==> src/rtl/cover_pkg.sv <==
// cover_pkg: shared types and helpers for the toggle-cover collector.
//   COVER_IDX_W    : width of an absolute cover index (64)
//   cover_idx_t    : absolute cover index type
//   cover_popcount : number of set bits in a 64-bit vector (0..64)
package cover_pkg;

    localparam int COVER_IDX_W = 64;

    typedef logic [COVER_IDX_W-1:0] cover_idx_t;

    function automatic logic [6:0] cover_popcount(input logic [63:0] vec);
        logic [6:0] cnt;
        cnt = '0;
        for (int i = 0; i < 64; i++) begin
            cnt = cnt + {6'd0, vec[i]};
        end
        return cnt;
    endfunction

endpackage

==> src/rtl/cover_lowest_set.sv <==
// cover_lowest_set: combinational priority encoder, lowest set bit wins.
//   vec   (in)  : candidate vector
//   found (out) : at least one bit of vec is set
//   pos   (out) : bit position of the lowest set bit (0 when found=0)
module cover_lowest_set #(
    parameter int WIDTH = 11
) (
    input  logic [WIDTH-1:0]                             vec,
    output logic                                         found,
    output logic [((WIDTH > 1) ? $clog2(WIDTH) : 1)-1:0] pos
);

    localparam int POS_W = (WIDTH > 1) ? $clog2(WIDTH) : 1;

    always_comb begin
        found = |vec;
        pos   = '0;
        // Scan from the top down so the last assignment is the lowest bit.
        for (int i = WIDTH - 1; i >= 0; i--) begin
            if (vec[i]) begin
                pos = POS_W'(i);
            end
        end
    end

endmodule

==> src/rtl/cover_toggle_collector.sv <==
// cover_toggle_collector: consumer of a toggle-cover group's per-cycle hit
// vector. Records first hits in a sticky bitmap and streams each newly hit
// point once, as an absolute index, lowest bit first.
//
// Ports:
//   clock, reset  : single clock, asynchronous active-high reset
//   cover_clear   : (only with COVER_CLEAR_EN) zero the bitmap and pending set
//   valid         : per-cycle hit vector, bit i = point COVER_INDEX+i
//   out_valid     : output slot holds an index
//   out_ready     : sink accepts out_index
//   out_index     : absolute cover index COVER_INDEX + bit position
//   hit_map       : sticky bitmap of points ever hit
//   hit_count     : number of set bits in hit_map
//   all_hit       : every point in the group has been hit
//
// Optional feature macro: COVER_CLEAR_EN (adds the cover_clear input).
//
// Handshake: an index transfers on a clock edge where out_valid & out_ready.
// While out_valid & !out_ready the slot (out_valid, out_index) is frozen;
// out_valid only falls after a transfer, or on reset.
module cover_toggle_collector
    import cover_pkg::*;
#(
    parameter int              WIDTH       = 11,
    parameter longint unsigned COVER_INDEX = 0,
    parameter longint unsigned COVER_TOTAL = 38253
) (
    input  logic                         clock,
    input  logic                         reset,
`ifdef COVER_CLEAR_EN
    input  logic                         cover_clear,
`endif
    input  logic [WIDTH-1:0]             valid,
    output logic                         out_valid,
    input  logic                         out_ready,
    output cover_idx_t                   out_index,
    output logic [WIDTH-1:0]             hit_map,
    output logic [$clog2(WIDTH+1)-1:0]   hit_count,
    output logic                         all_hit
);

    localparam int POS_W = (WIDTH > 1) ? $clog2(WIDTH) : 1;
    localparam int CNT_W = $clog2(WIDTH + 1);
    localparam logic [WIDTH-1:0] ONE_BIT = WIDTH'(1);

    if (WIDTH < 1 || WIDTH > 64) begin : g_bad_width
        $error("cover_toggle_collector: WIDTH must be within 1..64");
    end
    if (COVER_INDEX + longint'(WIDTH) > COVER_TOTAL) begin : g_bad_range
        $error("cover_toggle_collector: COVER_INDEX+WIDTH exceeds COVER_TOTAL");
    end

    logic [WIDTH-1:0] hit_map_q,   hit_map_d;
    logic [WIDTH-1:0] pending_q,   pending_d;
    logic [CNT_W-1:0] hit_count_q, hit_count_d;
    logic             all_hit_q,   all_hit_d;
    logic             out_valid_q, out_valid_d;
    cover_idx_t       out_index_q, out_index_d;

    logic             clear_w;
    logic [WIDTH-1:0] base_map;
    logic [WIDTH-1:0] base_pend;
    logic [CNT_W-1:0] base_cnt;
    logic [WIDTH-1:0] new_hits;
    logic [WIDTH-1:0] merged_pend;
    logic [7:0]       cnt_sum;
    logic             load;
    logic             low_found;
    logic [POS_W-1:0] low_pos;

`ifdef COVER_CLEAR_EN
    assign clear_w = cover_clear;
`else
    assign clear_w = 1'b0;
`endif

    // New hits are merged into pending before the slot picks, so a fresh
    // hit can be loaded in the same edge it arrives and a low fresh hit
    // overtakes higher bits already waiting.
    cover_lowest_set #(
        .WIDTH (WIDTH)
    ) u_lowest (
        .vec   (merged_pend),
        .found (low_found),
        .pos   (low_pos)
    );

    always_comb begin
        // A clear takes effect before this cycle's hits are recorded.
        base_map    = clear_w ? '0 : hit_map_q;
        base_pend   = clear_w ? '0 : pending_q;
        base_cnt    = clear_w ? '0 : hit_count_q;

        new_hits    = valid & ~base_map;
        hit_map_d   = base_map | new_hits;
        merged_pend = base_pend | new_hits;
        all_hit_d   = &hit_map_d;

        cnt_sum     = 8'(base_cnt) + 8'(cover_popcount(64'(new_hits)));
        hit_count_d = (cnt_sum > 8'(WIDTH)) ? CNT_W'(WIDTH) : CNT_W'(cnt_sum);

        // The slot refills when empty or when its content leaves this edge.
        load        = !out_valid_q || out_ready;
        out_valid_d = out_valid_q;
        out_index_d = out_index_q;
        pending_d   = merged_pend;
        if (load) begin
            out_valid_d = low_found;
            if (low_found) begin
                out_index_d = cover_idx_t'(COVER_INDEX) + cover_idx_t'(low_pos);
                pending_d   = merged_pend & ~(ONE_BIT << low_pos);
            end
        end
    end

    always_ff @(posedge clock or posedge reset) begin
        if (reset) begin
            hit_map_q   <= '0;
            pending_q   <= '0;
            hit_count_q <= '0;
            all_hit_q   <= 1'b0;
            out_valid_q <= 1'b0;
            out_index_q <= '0;
        end else begin
            hit_map_q   <= hit_map_d;
            pending_q   <= pending_d;
            hit_count_q <= hit_count_d;
            all_hit_q   <= all_hit_d;
            out_valid_q <= out_valid_d;
            out_index_q <= out_index_d;
        end
    end

    assign out_valid = out_valid_q;
    assign out_index = out_index_q;
    assign hit_map   = hit_map_q;
    assign hit_count = hit_count_q;
    assign all_hit   = all_hit_q;

endmodule

==> config.mk <==
export PLATFORM = sky130hd
export DESIGN_NAME = cover_toggle_collector
export DESIGN_NICKNAME = d
export VERILOG_FILES = /design/src/rtl/cover_pkg.sv /design/src/rtl/cover_lowest_set.sv /design/src/rtl/cover_toggle_collector.sv
export SDC_FILE = /design/constraint.sdc
export NUM_CORES = 1
export LEC_CHECK = 0
export CAP_MARGIN = 20
export CORE_ASPECT_RATIO = 1.5
export CORE_MARGIN = 4
export CORE_UTILIZATION = 47
export DETAILED_ROUTE_END_ITERATION = 6
export GPL_ROUTABILITY_DRIVEN = 0
export PLACE_DENSITY = 0.84
export SYNTH_ARGS = -nofsm -noshare
export SYNTH_HDL_FRONTEND = slang
export SYNTH_SLANG_ARGS = --single-unit
export TNS_END_PERCENT = 20
==> constraint.sdc <==
create_clock -name clock -period 11.5 [get_ports clock]
set_input_delay 2.3 -clock clock [delete_from_list [all_inputs] [get_ports clock]]
set_output_delay 2.3 -clock clock [all_outputs]
set_load 0.05 [all_outputs]
==> impl_metrics.json <==
{
  "fin_nets": 293,
  "fmax_ghz": 0.151,
  "vias": 1468,
  "slowest_stage": "fa_1",
  "fin_tns_setup_ns": 0,
  "dr_wl_met3_um": 334,
  "dp_hpwl_mm": 3.55,
  "yosysMostFrequentCell": "buf_4",
  "cts_tree": "yes",
  "p_comb_frac": 0.504,
  "fin_area_sq_um": 2540,
  "grt_pass1_vias": 1406,
  "avgRoutedWirePerCell_um": 12.8,
  "die_w_um": 64.8,
  "insertedDiodeCount": 0,
  "cp_slowest_stage_delay_ns": 0.55,
  "skew_ns": 0.00646,
  "met2_length_mm": 2.24,
  "rows": 30,
  "synth.avg_cell_area_sq_um": 10.2,
  "endpoint": "hit_count[1]",
  "ys_seq_elements": 32,
  "status": "completed",
  "routed_wl_mm": 4.16,
  "holdCritPathClass": "register to register",
  "relSlewSlack": 0.661,
  "drv_cap": 0,
  "reg2reg_slack_ns": 7.01,
  "cp-startpoint": "valid[4]",
  "fill_cells": 411,
  "syn_area_sq_um": 2270,
  "rsz0062_at_grt": "false",
  "period_share": 0.574,
  "cts_setup_buffers": 0,
  "critical_path_depth": 15,
  "io_pins": 95,
  "seq_area_frac_synth": 0.352,
  "synth_top_area_cell": "dfrtp_1",
  "synth_edf_count": 0,
  "powerDensity_nw_per_um2": 170,
  "synth-main-ff-cell": "dfrtp_1",
  "antenna_found_initial": 0,
  "pre_cts_ws_ns": 4.64,
  "ant_nets": 0,
  "multiInputGateArea_sq_um": 1170,
  "coreArea_sq_um": 4620,
  "power_switching_uw": 194,
  "hold_start": "base_pend[10]",
  "grt_use_total": 0.142,
  "async_flop_share": 1.00,
  "synth_cell_type_count": 51,
  "vias_per_cell": 4.52,
  "cts_buffer_depth": 2,
  "seqPwrFrac": 0.324,
  "yosys_warnings": 0,
  "h-tree-depth": 2,
  "p_total_uw": 432,
  "clock_power_share": 0.172,
  "critical_path.max_fanout": 4,
  "cts-resized-gates": 0,
  "cp_data_required_time_ns": 11.66,
  "ff_latch_area_sq_um": 801,
  "post-route-drc-count": 0,
  "synth_common_cells": "buf_4, dfrtp_1, inv_1",
  "die_area_sq_um": 6040,
  "leakage_nw": 1.20,
  "start_util": 0.493,
  "portBuffers": 34,
  "top_layer": "met4",
  "period_minus_slack_ns": 6.60,
  "worst-setup-path-type": "input pin to register",
  "cts_root_buf": "clkbuf_8",
  "worstPathArrival_ns": 6.76,
  "clk_pin_slew_ns": 0.05,
  "clk_latency_ns": 0.28,
  "overflow": 0,
  "ir_worst_vdd_v": 0.0000838,
  "p_int_uw": 238,
  "critPathCaptureType": "register",
  "reg2reg_depth": 14,
  "cp_num_buf_inv": 3,
  "r2r-end": "hit_count[1]",
  "maxSlewViolCount": 0,
  "postSynthCellCount": 223,
  "critPathTopFamily": "adder cells",
  "final_layout_size_suffix_gt1_frac": 0.138,
  "cp_cell_sequence": "clkdlybuf4s50_1, nor2b_2, inv_1, fa_1, fa_1, fa_1, fa_1, inv_1, ha_1, fa_1, and2_0, or4_1, o22ai_1, o21bai_1, or2_1",
  "numCtsBuffers": 5,
  "drt_iter0_markers": 41,
  "die_h_um": 93.2,
  "synth_top_area_frac": 0.352,
  "finalHoldViolCount": 0,
  "worstMarginPinSlew_ns": 0.507,
  "placed_area_sq_um": 2470,
  "drt_pass1_iterations": 4,
  "switching_share": 0.449,
  "path_common_cell": "fa_1",
  "grt_max_degree": 33,
  "grt_first_pass_wirelength_mm": 6.51,
  "startpoint_type": "input pin",
  "setup_ws_ns": 4.90,
  "finalSetupViolCount": 0,
  "cts_sinks": 32,
  "cts_hold_buffers": 0,
  "r2r-start": "hit_map[4]",
  "wl_met1_mm": 1.42,
  "synthTopCellsByArea": "dfrtp_1, buf_4, fa_1, ha_1, or2_2",
  "area_growth_pct": 11.6
}
power by group through the flow:
stage / logic [mW] / clock network, mW / registers, mW
2_1_floorplan: 0.138 / 0 / 0.186
3_3_place_gp: 0.214 / 0 / 0.142
3_5_place_dp: 0.217 / 0 / 0.143
4_1_cts: 0.218 / 0.0763 / 0.141
5_1_grt: 0.234 / 0.0808 / 0.142
6_report: 0.218 / 0.0740 / 0.140
placed cells by master, fill, tap and decap left out, types with 3 or more instances in the layout:
master / count
clkdlybuf4s50_1: 34
inv_1: 17
ha_1: 9
nor2b_1: 3
nand3_1: 3
nand2_1: 3
nor2b_4: 5
nor2_1: 11
clkbuf_8: 5
fa_1: 7
a21oi_1: 10
nand2b_1: 4
or2_2: 12
dfrtp_1: 32
conb_1: 60
worst register-to-register path: cells and delay by family (launching register included):
family                     cells  cell delay, ns
AOI/OAI and AO/OA              2            0.25
and+or+nand+nor                4            1.02
DFF                            1            0.39
buffers and inverters          2            0.14
adders and majority gates      6            2.56
cells by family (layout without fill, tap and decap cells):
group / after synthesis / after routing / share of synthesized area
compound gates: 28 / 28 / 0.0968
buf+inv: 79 / 58 / 0.229
simple gates: 64 / 64 / 0.196
flops: 32 / 32 / 0.352
other cells: 1 / 60 / 0.00165
xor+xnor: 2 / 2 / 0.00770
mux: 1 / 1 / 0.00495
fa+ha+maj: 16 / 16 / 0.111
flip-flops by register name, summed over array words and instances (netlist names):
name,count
base_pend,11
hit_map,11
hit_count,4
out_index,4
all_hit,1
out_valid,1
area by class of cell:
cell class | instances | share of cell area
flip-flops and latches | 32 | 0.315
well taps | 64 | 0.0315
inverters | 18 | 0.0266
repair buffers | 35 | 0.137
multi-input cells | 171 | 0.462
clock buffers | 5 | 0.0271
per-layer routing:
metal,vias to the layer above,global-route usage
met1,689,0.145
met5,-,0
met3,16,0.0325
li1,692,-
met4,0,0.0864
met2,71,0.256
worst min-delay path by stage:
| stage | to | cells past startpoint |
|---|---|---|
| global route | out_index[1] | 1 |
| global placement | hit_map[0] | 1 |
| CTS | out_valid | 2 |
| finish | out_valid | 2 |
| detailed placement | out_valid | 2 |
| floorplan | out_valid | 2 |
metrics by stage:
step,instances,hold slack (ns),utilization
detailed placement,320,0.486,0.535
global route,325,0.523,0.550
finish,325,0.493,0.550
CTS,325,0.498,0.550
floorplan,282,0.452,-
global placement,320,0.485,0.535
Power figures use the tool's default switching activity.
